`src/rtl/id_rf_fwd_if.sv`:
```
// Bundle between ID decode and the register file / forwarding block.
// Debug write-trace signals exist only when RF_DBG_EN is defined.
interface id_rf_fwd_if #(
  parameter int XLEN = 32,
  parameter int NREG = 32,
  parameter int NRD  = 2
);
  localparam int AW = $clog2(NREG);
  localparam int CW = $clog2(NREG + 1);

  logic [NRD*AW-1:0]   rd_addr;
  logic [NRD-1:0]      rd_used;
  logic [NRD*XLEN-1:0] rd_data;
  logic                ex_we;
  logic [AW-1:0]       ex_wr;
  logic [XLEN-1:0]     ex_wd;
  logic                mem_we;
  logic [AW-1:0]       mem_wr;
  logic [XLEN-1:0]     mem_wd;
  logic                wb_we;
  logic [AW-1:0]       wb_wr;
  logic [XLEN-1:0]     wb_wd;
  logic                wb_long;
  logic                iss_valid;
  logic [AW-1:0]       iss_rd;
  logic                iss_long;
  logic                stall;
  logic [NREG-1:0]     busy;
  logic [CW-1:0]       pend_cnt;
`ifdef RF_DBG_EN
  logic                dbg_we;
  logic [AW-1:0]       dbg_wr;
  logic [XLEN-1:0]     dbg_wd;
  logic [31:0]         dbg_wcnt;

  modport master (
    output rd_addr, rd_used,
    output ex_we, ex_wr, ex_wd,
    output mem_we, mem_wr, mem_wd,
    output wb_we, wb_wr, wb_wd, wb_long,
    output iss_valid, iss_rd, iss_long,
    input  rd_data, stall, busy, pend_cnt,
    input  dbg_we, dbg_wr, dbg_wd, dbg_wcnt
  );
  modport slave (
    input  rd_addr, rd_used,
    input  ex_we, ex_wr, ex_wd,
    input  mem_we, mem_wr, mem_wd,
    input  wb_we, wb_wr, wb_wd, wb_long,
    input  iss_valid, iss_rd, iss_long,
    output rd_data, stall, busy, pend_cnt,
    output dbg_we, dbg_wr, dbg_wd, dbg_wcnt
  );
`else
  modport master (
    output rd_addr, rd_used,
    output ex_we, ex_wr, ex_wd,
    output mem_we, mem_wr, mem_wd,
    output wb_we, wb_wr, wb_wd, wb_long,
    output iss_valid, iss_rd, iss_long,
    input  rd_data, stall, busy, pend_cnt
  );
  modport slave (
    input  rd_addr, rd_used,
    input  ex_we, ex_wr, ex_wd,
    input  mem_we, mem_wr, mem_wd,
    input  wb_we, wb_wr, wb_wd, wb_long,
    input  iss_valid, iss_rd, iss_long,
    output rd_data, stall, busy, pend_cnt
  );
`endif
endinterface

```
`src/rtl/id_rf_fwd.sv`:
```
// ID-stage register file with EX/MEM/WB forwarding and busy scoreboard.
// Optional write-trace outputs enabled by defining RF_DBG_EN.
module id_rf_fwd #(
  parameter int XLEN     = 32,
  parameter int NREG     = 32,
  parameter int NRD      = 2,
  parameter int ZERO_REG = 1
) (
  input logic        clk,
  input logic        rst_n,
  id_rf_fwd_if.slave bus
);
  localparam int AW = $clog2(NREG);
  localparam int CW = $clog2(NREG + 1);
  localparam bit ZR = (ZERO_REG != 0);

  logic [XLEN-1:0] rf_q [NREG];
  logic [XLEN-1:0] rf_d [NREG];
  logic [NREG-1:0] busy_q, busy_d;
  logic [CW-1:0]   cnt_q, cnt_d;
  logic [NREG-1:0] clr, set;
  logic [NRD*XLEN-1:0] rdata;
  logic            wr_ok, iss_ok, raw, waw, stall;

  assign wr_ok = bus.wb_we && !(ZR && bus.wb_wr == '0);

  always_comb begin
    clr = '0;
    for (int r = 0; r < NREG; r++)
      clr[r] = bus.wb_we && bus.wb_long && bus.wb_wr == AW'(r);
  end

  always_comb begin
    logic [AW-1:0] a;
    rdata = '0;
    raw   = 1'b0;
    a     = '0;
    for (int i = 0; i < NRD; i++) begin
      a = bus.rd_addr[i*AW +: AW];
      if (ZR && a == '0)
        rdata[i*XLEN +: XLEN] = '0;
      else if (bus.ex_we && bus.ex_wr == a)
        rdata[i*XLEN +: XLEN] = bus.ex_wd;
      else if (bus.mem_we && bus.mem_wr == a)
        rdata[i*XLEN +: XLEN] = bus.mem_wd;
      else if (bus.wb_we && bus.wb_wr == a)
        rdata[i*XLEN +: XLEN] = bus.wb_wd;
      else
        rdata[i*XLEN +: XLEN] = rf_q[a];
      if (bus.rd_used[i] && busy_q[a] && !clr[a] && !(ZR && a == '0))
        raw = 1'b1;
    end
  end

  // A retire in the same cycle frees the slot, so the new producer may issue.
  assign waw = bus.iss_valid && bus.iss_long &&
               busy_q[bus.iss_rd] && !clr[bus.iss_rd];
  assign stall  = raw || waw;
  assign iss_ok = bus.iss_valid && !stall && bus.iss_long;

  always_comb begin
    set = '0;
    for (int r = 0; r < NREG; r++)
      set[r] = iss_ok && bus.iss_rd == AW'(r) && !(ZR && r == 0);
    busy_d = (busy_q & ~clr) | set;
    cnt_d  = '0;
    for (int r = 0; r < NREG; r++)
      cnt_d = cnt_d + CW'(busy_d[r]);
  end

  always_comb begin
    for (int r = 0; r < NREG; r++)
      rf_d[r] = rf_q[r];
    if (wr_ok)
      rf_d[bus.wb_wr] = bus.wb_wd;
  end

  always_ff @(posedge clk or negedge rst_n) begin
    if (!rst_n) begin
      for (int r = 0; r < NREG; r++)
        rf_q[r] <= '0;
      busy_q <= '0;
      cnt_q  <= '0;
    end else begin
      for (int r = 0; r < NREG; r++)
        rf_q[r] <= rf_d[r];
      busy_q <= busy_d;
      cnt_q  <= cnt_d;
    end
  end

  assign bus.rd_data  = rdata;
  assign bus.stall    = stall;
  assign bus.busy     = busy_q;
  assign bus.pend_cnt = cnt_q;

`ifdef RF_DBG_EN
  logic            dbg_we_q, dbg_we_d;
  logic [AW-1:0]   dbg_wr_q, dbg_wr_d;
  logic [XLEN-1:0] dbg_wd_q, dbg_wd_d;
  logic [31:0]     dbg_wcnt_q, dbg_wcnt_d;

  always_comb begin
    dbg_we_d   = wr_ok;
    dbg_wr_d   = dbg_wr_q;
    dbg_wd_d   = dbg_wd_q;
    dbg_wcnt_d = dbg_wcnt_q;
    if (wr_ok) begin
      dbg_wr_d   = bus.wb_wr;
      dbg_wd_d   = bus.wb_wd;
      dbg_wcnt_d = dbg_wcnt_q + 32'd1;
    end
  end

  always_ff @(posedge clk or negedge rst_n) begin
    if (!rst_n) begin
      dbg_we_q   <= 1'b0;
      dbg_wr_q   <= '0;
      dbg_wd_q   <= '0;
      dbg_wcnt_q <= '0;
    end else begin
      dbg_we_q   <= dbg_we_d;
      dbg_wr_q   <= dbg_wr_d;
      dbg_wd_q   <= dbg_wd_d;
      dbg_wcnt_q <= dbg_wcnt_d;
    end
  end

  assign bus.dbg_we   = dbg_we_q;
  assign bus.dbg_wr   = dbg_wr_q;
  assign bus.dbg_wd   = dbg_wd_q;
  assign bus.dbg_wcnt = dbg_wcnt_q;
`endif
endmodule

```
`src/flat_wrapper.sv`:
```
// flat-port wrapper written by rule: the top's interface ports become plain ports
module id_rf_fwd_flat 
#(
  parameter int XLEN     = 32,
  parameter int NREG     = 32,
  parameter int NRD      = 2,
  parameter int ZERO_REG = 1
)
  (clk, rst_n, bus_rd_addr, bus_rd_used, bus_ex_we, bus_ex_wr, bus_ex_wd, bus_mem_we, bus_mem_wr, bus_mem_wd, bus_wb_we, bus_wb_wr, bus_wb_wd, bus_wb_long, bus_iss_valid, bus_iss_rd, bus_iss_long, bus_rd_data, bus_stall, bus_busy, bus_pend_cnt);
  id_rf_fwd_if #(.XLEN(XLEN), .NREG(NREG), .NRD(NRD)) bus_i ();
  input logic clk;
  input logic rst_n;
  input wire logic [$bits(bus_i.rd_addr)-1:0] bus_rd_addr;
  input wire logic [$bits(bus_i.rd_used)-1:0] bus_rd_used;
  input wire logic [$bits(bus_i.ex_we)-1:0] bus_ex_we;
  input wire logic [$bits(bus_i.ex_wr)-1:0] bus_ex_wr;
  input wire logic [$bits(bus_i.ex_wd)-1:0] bus_ex_wd;
  input wire logic [$bits(bus_i.mem_we)-1:0] bus_mem_we;
  input wire logic [$bits(bus_i.mem_wr)-1:0] bus_mem_wr;
  input wire logic [$bits(bus_i.mem_wd)-1:0] bus_mem_wd;
  input wire logic [$bits(bus_i.wb_we)-1:0] bus_wb_we;
  input wire logic [$bits(bus_i.wb_wr)-1:0] bus_wb_wr;
  input wire logic [$bits(bus_i.wb_wd)-1:0] bus_wb_wd;
  input wire logic [$bits(bus_i.wb_long)-1:0] bus_wb_long;
  input wire logic [$bits(bus_i.iss_valid)-1:0] bus_iss_valid;
  input wire logic [$bits(bus_i.iss_rd)-1:0] bus_iss_rd;
  input wire logic [$bits(bus_i.iss_long)-1:0] bus_iss_long;
  output wire logic [$bits(bus_i.rd_data)-1:0] bus_rd_data;
  output wire logic [$bits(bus_i.stall)-1:0] bus_stall;
  output wire logic [$bits(bus_i.busy)-1:0] bus_busy;
  output wire logic [$bits(bus_i.pend_cnt)-1:0] bus_pend_cnt;
  assign bus_i.rd_addr = bus_rd_addr;
  assign bus_i.rd_used = bus_rd_used;
  assign bus_i.ex_we = bus_ex_we;
  assign bus_i.ex_wr = bus_ex_wr;
  assign bus_i.ex_wd = bus_ex_wd;
  assign bus_i.mem_we = bus_mem_we;
  assign bus_i.mem_wr = bus_mem_wr;
  assign bus_i.mem_wd = bus_mem_wd;
  assign bus_i.wb_we = bus_wb_we;
  assign bus_i.wb_wr = bus_wb_wr;
  assign bus_i.wb_wd = bus_wb_wd;
  assign bus_i.wb_long = bus_wb_long;
  assign bus_i.iss_valid = bus_iss_valid;
  assign bus_i.iss_rd = bus_iss_rd;
  assign bus_i.iss_long = bus_iss_long;
  assign bus_rd_data = bus_i.rd_data;
  assign bus_stall = bus_i.stall;
  assign bus_busy = bus_i.busy;
  assign bus_pend_cnt = bus_i.pend_cnt;
  id_rf_fwd #(.XLEN(XLEN), .NREG(NREG), .NRD(NRD), .ZERO_REG(ZERO_REG)) u_core (.clk(clk), .rst_n(rst_n), .bus(bus_i));
endmodule
```
`config.mk`:
```
export PLATFORM = sky130hd
export DESIGN_NAME = id_rf_fwd_flat
export DESIGN_NICKNAME = d
export VERILOG_FILES = /design/src/rtl/id_rf_fwd_if.sv /design/src/rtl/id_rf_fwd.sv /design/src/flat_wrapper.sv
export SDC_FILE = /design/constraint.sdc
export NUM_CORES = 2
export LEC_CHECK = 0
export BUFFER_PORTS_ARGS = -buffer_cell sky130_fd_sc_hd__clkbuf_2
export CORE_ASPECT_RATIO = 0.7
export CORE_MARGIN = 10
export CORE_UTILIZATION = 60
export DETAILED_ROUTE_END_ITERATION = 10
export PLACE_DENSITY_LB_ADDON = 0.1
export SYNTH_ARGS = -nofsm -noshare
export SYNTH_HDL_FRONTEND = slang
export SYNTH_SLANG_ARGS = --single-unit
```
`constraint.sdc`:
```
create_clock -name clk -period 16.6 [get_ports clk]
set_input_delay 3.32 -clock clk [delete_from_list [all_inputs] [get_ports clk]]
set_output_delay 3.32 -clock clk [all_outputs]
set_load 0.05 [all_outputs]
```
==> metrics <==
status=complete, no violations; Slew Limit Fails=0; Yosys top cell area share=between 40% and 50%; grt total ovfl=0; Hold EP=u_core.rf_q[998]$_DFFE_PN0P_; RR Startpoint=u_core.bus.busy[18]$_DFF_PN0_; Adder-Cell Fraction of Synth Area=0.974%; CTS tree=done; number of clock sinks=approximately 1100; Yosys top cell by area=dfrtp_1; Compound-Gate Fraction of Synth Area=3.63%; DRC=0; fin nets=4000; worst-case clock buffer depth=3; initial core utilization=60.6%; f_max=between 0.08 and 0.09 GHz; Crit Path Category=in2out; MaxCap Viol Count=0; top_reg_cell synth=dfrtp_1; Worst slew margin=between 20% and 30%; yosys warns=0; Post-synth ARST share=100%; Antenna Nets Post-Route=0; Post-Synthesis Cell Area=between 50000 and 60000 um2; mux cell area share after synthesis=44.9%; Core Region=just under 100000 um2; Post-Place Cells=5048; Setup Skew=approximately 0.0086 ns; largest net degree at the start of global routing=197; global-route wire length before repair=283 mm; period utilization=73.0%; r2r endpoint=u_core.bus.pend_cnt[4]$_DFF_PN0_; Commonest cells post-synth=1062 x dfrtp_1, 995 x mux2_2, 659 x mux4_2; crit-path max FO=91; Cell Chain, Critical Path=buf_8 -> buf_4 -> xor2_1 -> nor4_1 -> nand3_2 -> buf_4 -> nand2_2 -> o22ai_1 -> a211oi_1 -> clkbuf_2; final hold slack=0.398 ns; fin cells=5237; XOR/XNOR Fraction of Synth Area=0.515%; Critical Path Most Common Cell=buf_4; DRT iter0 DRCs=between 4000 and 5000; number of synthesized flops with an enable pin=0; HP Class=reg2reg; detailed placement HPWL=110 mm; Root Buffer Master=clkbuf_16; CP Buf/Inv Count=4; final setup fails=0; main combinational cell family by area after synthesis=multiplexers; HP Start=u_core.rf_q[998]$_DFFE_PN0P_; Die Span Y=284 um; layout cell share with drive strength beyond 1=around 56%; CP Launch Type=input port; Power Density=around 130 nW/um2; Arr. time, crit path=8.79 ns; Area Growth Syn to Fin=9.04%; setup bufs post-CTS=0; post-synth net total=around 4000; hold path depth=0; WL per Instance=approximately 37 um; r2r setup slk=8.95 ns; H-tree Lvls=3; num ports=239; Hold Violations, Final=0; routed vias=39100; Register-to-Register Path Depth=23; Distinct cells, synth=69; CTS-repair resized insts=0; CP required=13.28 ns; initial antenna violation count=4; Tmin final=12.11 ns; clk_lat worst skew=about 0.72 ns; CTS Hold Bufs=0; DRT Pass-1 Iters=6; Core Rows=96; Post-Synth Simple-Gate Area=1.95%; Seq/Total Area, Yosys=44.6%; slowest stage delay, CP=0.91 ns; GRT Overall Usage=34.0%; GP Congestion=~0.91; Post-Synthesis Cells=3858; Die W=slightly below 400 um; slowest cell on the critical path=buf_4; Ant. Diodes=0; wirelength, routed=192 mm; PortBufs=between 200 and 250; TritonCTS buffer count=105; leading cell type by number of instances after synthesis=dfrtp_1; Crit. End Element=output port; Pwr Total=8.36 mW; Setup TNS=0 ns; unrepaired setup endpoints after global routing=false; CP delay by family, top=buffers and inverters; Leakage=27.7 nW; clock-pin transition on the worst setup and hold timing paths=about 0.060 ns; measured slew at the worst slew-check pin=roughly 1.2 ns; ranking of synthesized cells by area=dfrtp_1 45%, mux4_2 25%, mux2_2 19%, clkbuf_1 1.7%, buf_2 0.87%; Peak VDD IR=152 uV; vias per cell=7.47; Die ar.=around 110000 um2; Avg Inst Size Synth=15.4 um2; flip-flop and latch count after synthesis=1062; number of global-route vias before repair=between 40000 and 50000
## placed cells by master, fill, tap and decap left out, types with 20 or more instances in the layout
cell and n:
o21ai_0 88, clkbuf_2 229, buf_4 79, mux2_2 995, o22ai_1 38, mux2_1 24, clkbuf_16 107, fa_1 24
mux4_2 659, inv_1 33, xor2_1 20, mux2i_1 42, nor2_1 38, a211oi_1 29, a221o_1 24, nand2_1 56
clkbuf_8 22, clkinv_2 21, a21oi_1 37, dfrtp_1 1062, nor2_4 21
## how the worst max path moves through the flow
| stage | start | endpoint | slack (ns) | cells after the start |
|---|---|---|---|---|
| after CTS | bus_rd_addr[6] | bus_rd_data[34] | 4.70 | 10 |
| after global placement | bus_rd_addr[6] | bus_rd_data[34] | 4.71 | 10 |
| after detailed placement | bus_rd_addr[6] | bus_rd_data[34] | 4.73 | 10 |
| after floorplan | bus_rd_addr[1] | bus_rd_data[10] | 6.15 | 8 |
| final | bus_rd_addr[6] | bus_rd_data[34] | 4.49 | 10 |
| after global routing | bus_rd_addr[6] | bus_rd_data[34] | 4.27 | 10 |
## metal layers
layer	vias up	track usage, %	wire [um]
met2	2358	51.1	87700
met5	-	0	47
met3	552	10.2	21000
li1	15100	-	-
met1	21100	46.5	74100
met4	6	13.7	8880
## logic make-up (layout without fill, tap and decap cells)
group / after synthesis / count (layout)
multiplexers: 1720 / 1720
flip-flops: 1062 / 1062
buffers and inverters: 484 / 540
AO/OA/AOI/OAI: 301 / 301
AND/OR/NAND/NOR: 224 / 224
XOR/XNOR: 35 / 35
adder cells (fa/ha/maj): 32 / 32
## cell type report
class	instances	area, um2
inverter	35	136
fill	6764	33300
clock buffer	148	3050
tap	1323	1660
timing repair buffer	316	1870
multi-input combinational	2312	31200
sequential	1062	26600
clock inverter	41	464
## per-stage QoR
step	area [um2]	utilization (%)	worst slack [ns]
6_report	65000	66.1	4.49
5_1_grt	65000	66.1	4.27
4_1_cts	65000	66.1	4.70
3_5_place_dp	61400	62.5	4.73
3_3_place_gp	61400	62.5	4.71
2_1_floorplan	59600	-	6.15
## power by group
part           internal (mW)  switching, mW  total [mW]
combinational           1.25           1.17        2.41
clock                   1.41           1.06        2.47
sequential              3.09          0.386        3.48
total                   5.74           2.62        8.36
## flip-flops by register name (all words and copies together), names as in the netlist
signal               count
u_core.bus.pend_cnt      6
u_core.bus.busy         32
u_core.rf_q           1024
Note: power is estimated with default switching activity, not from simulation.
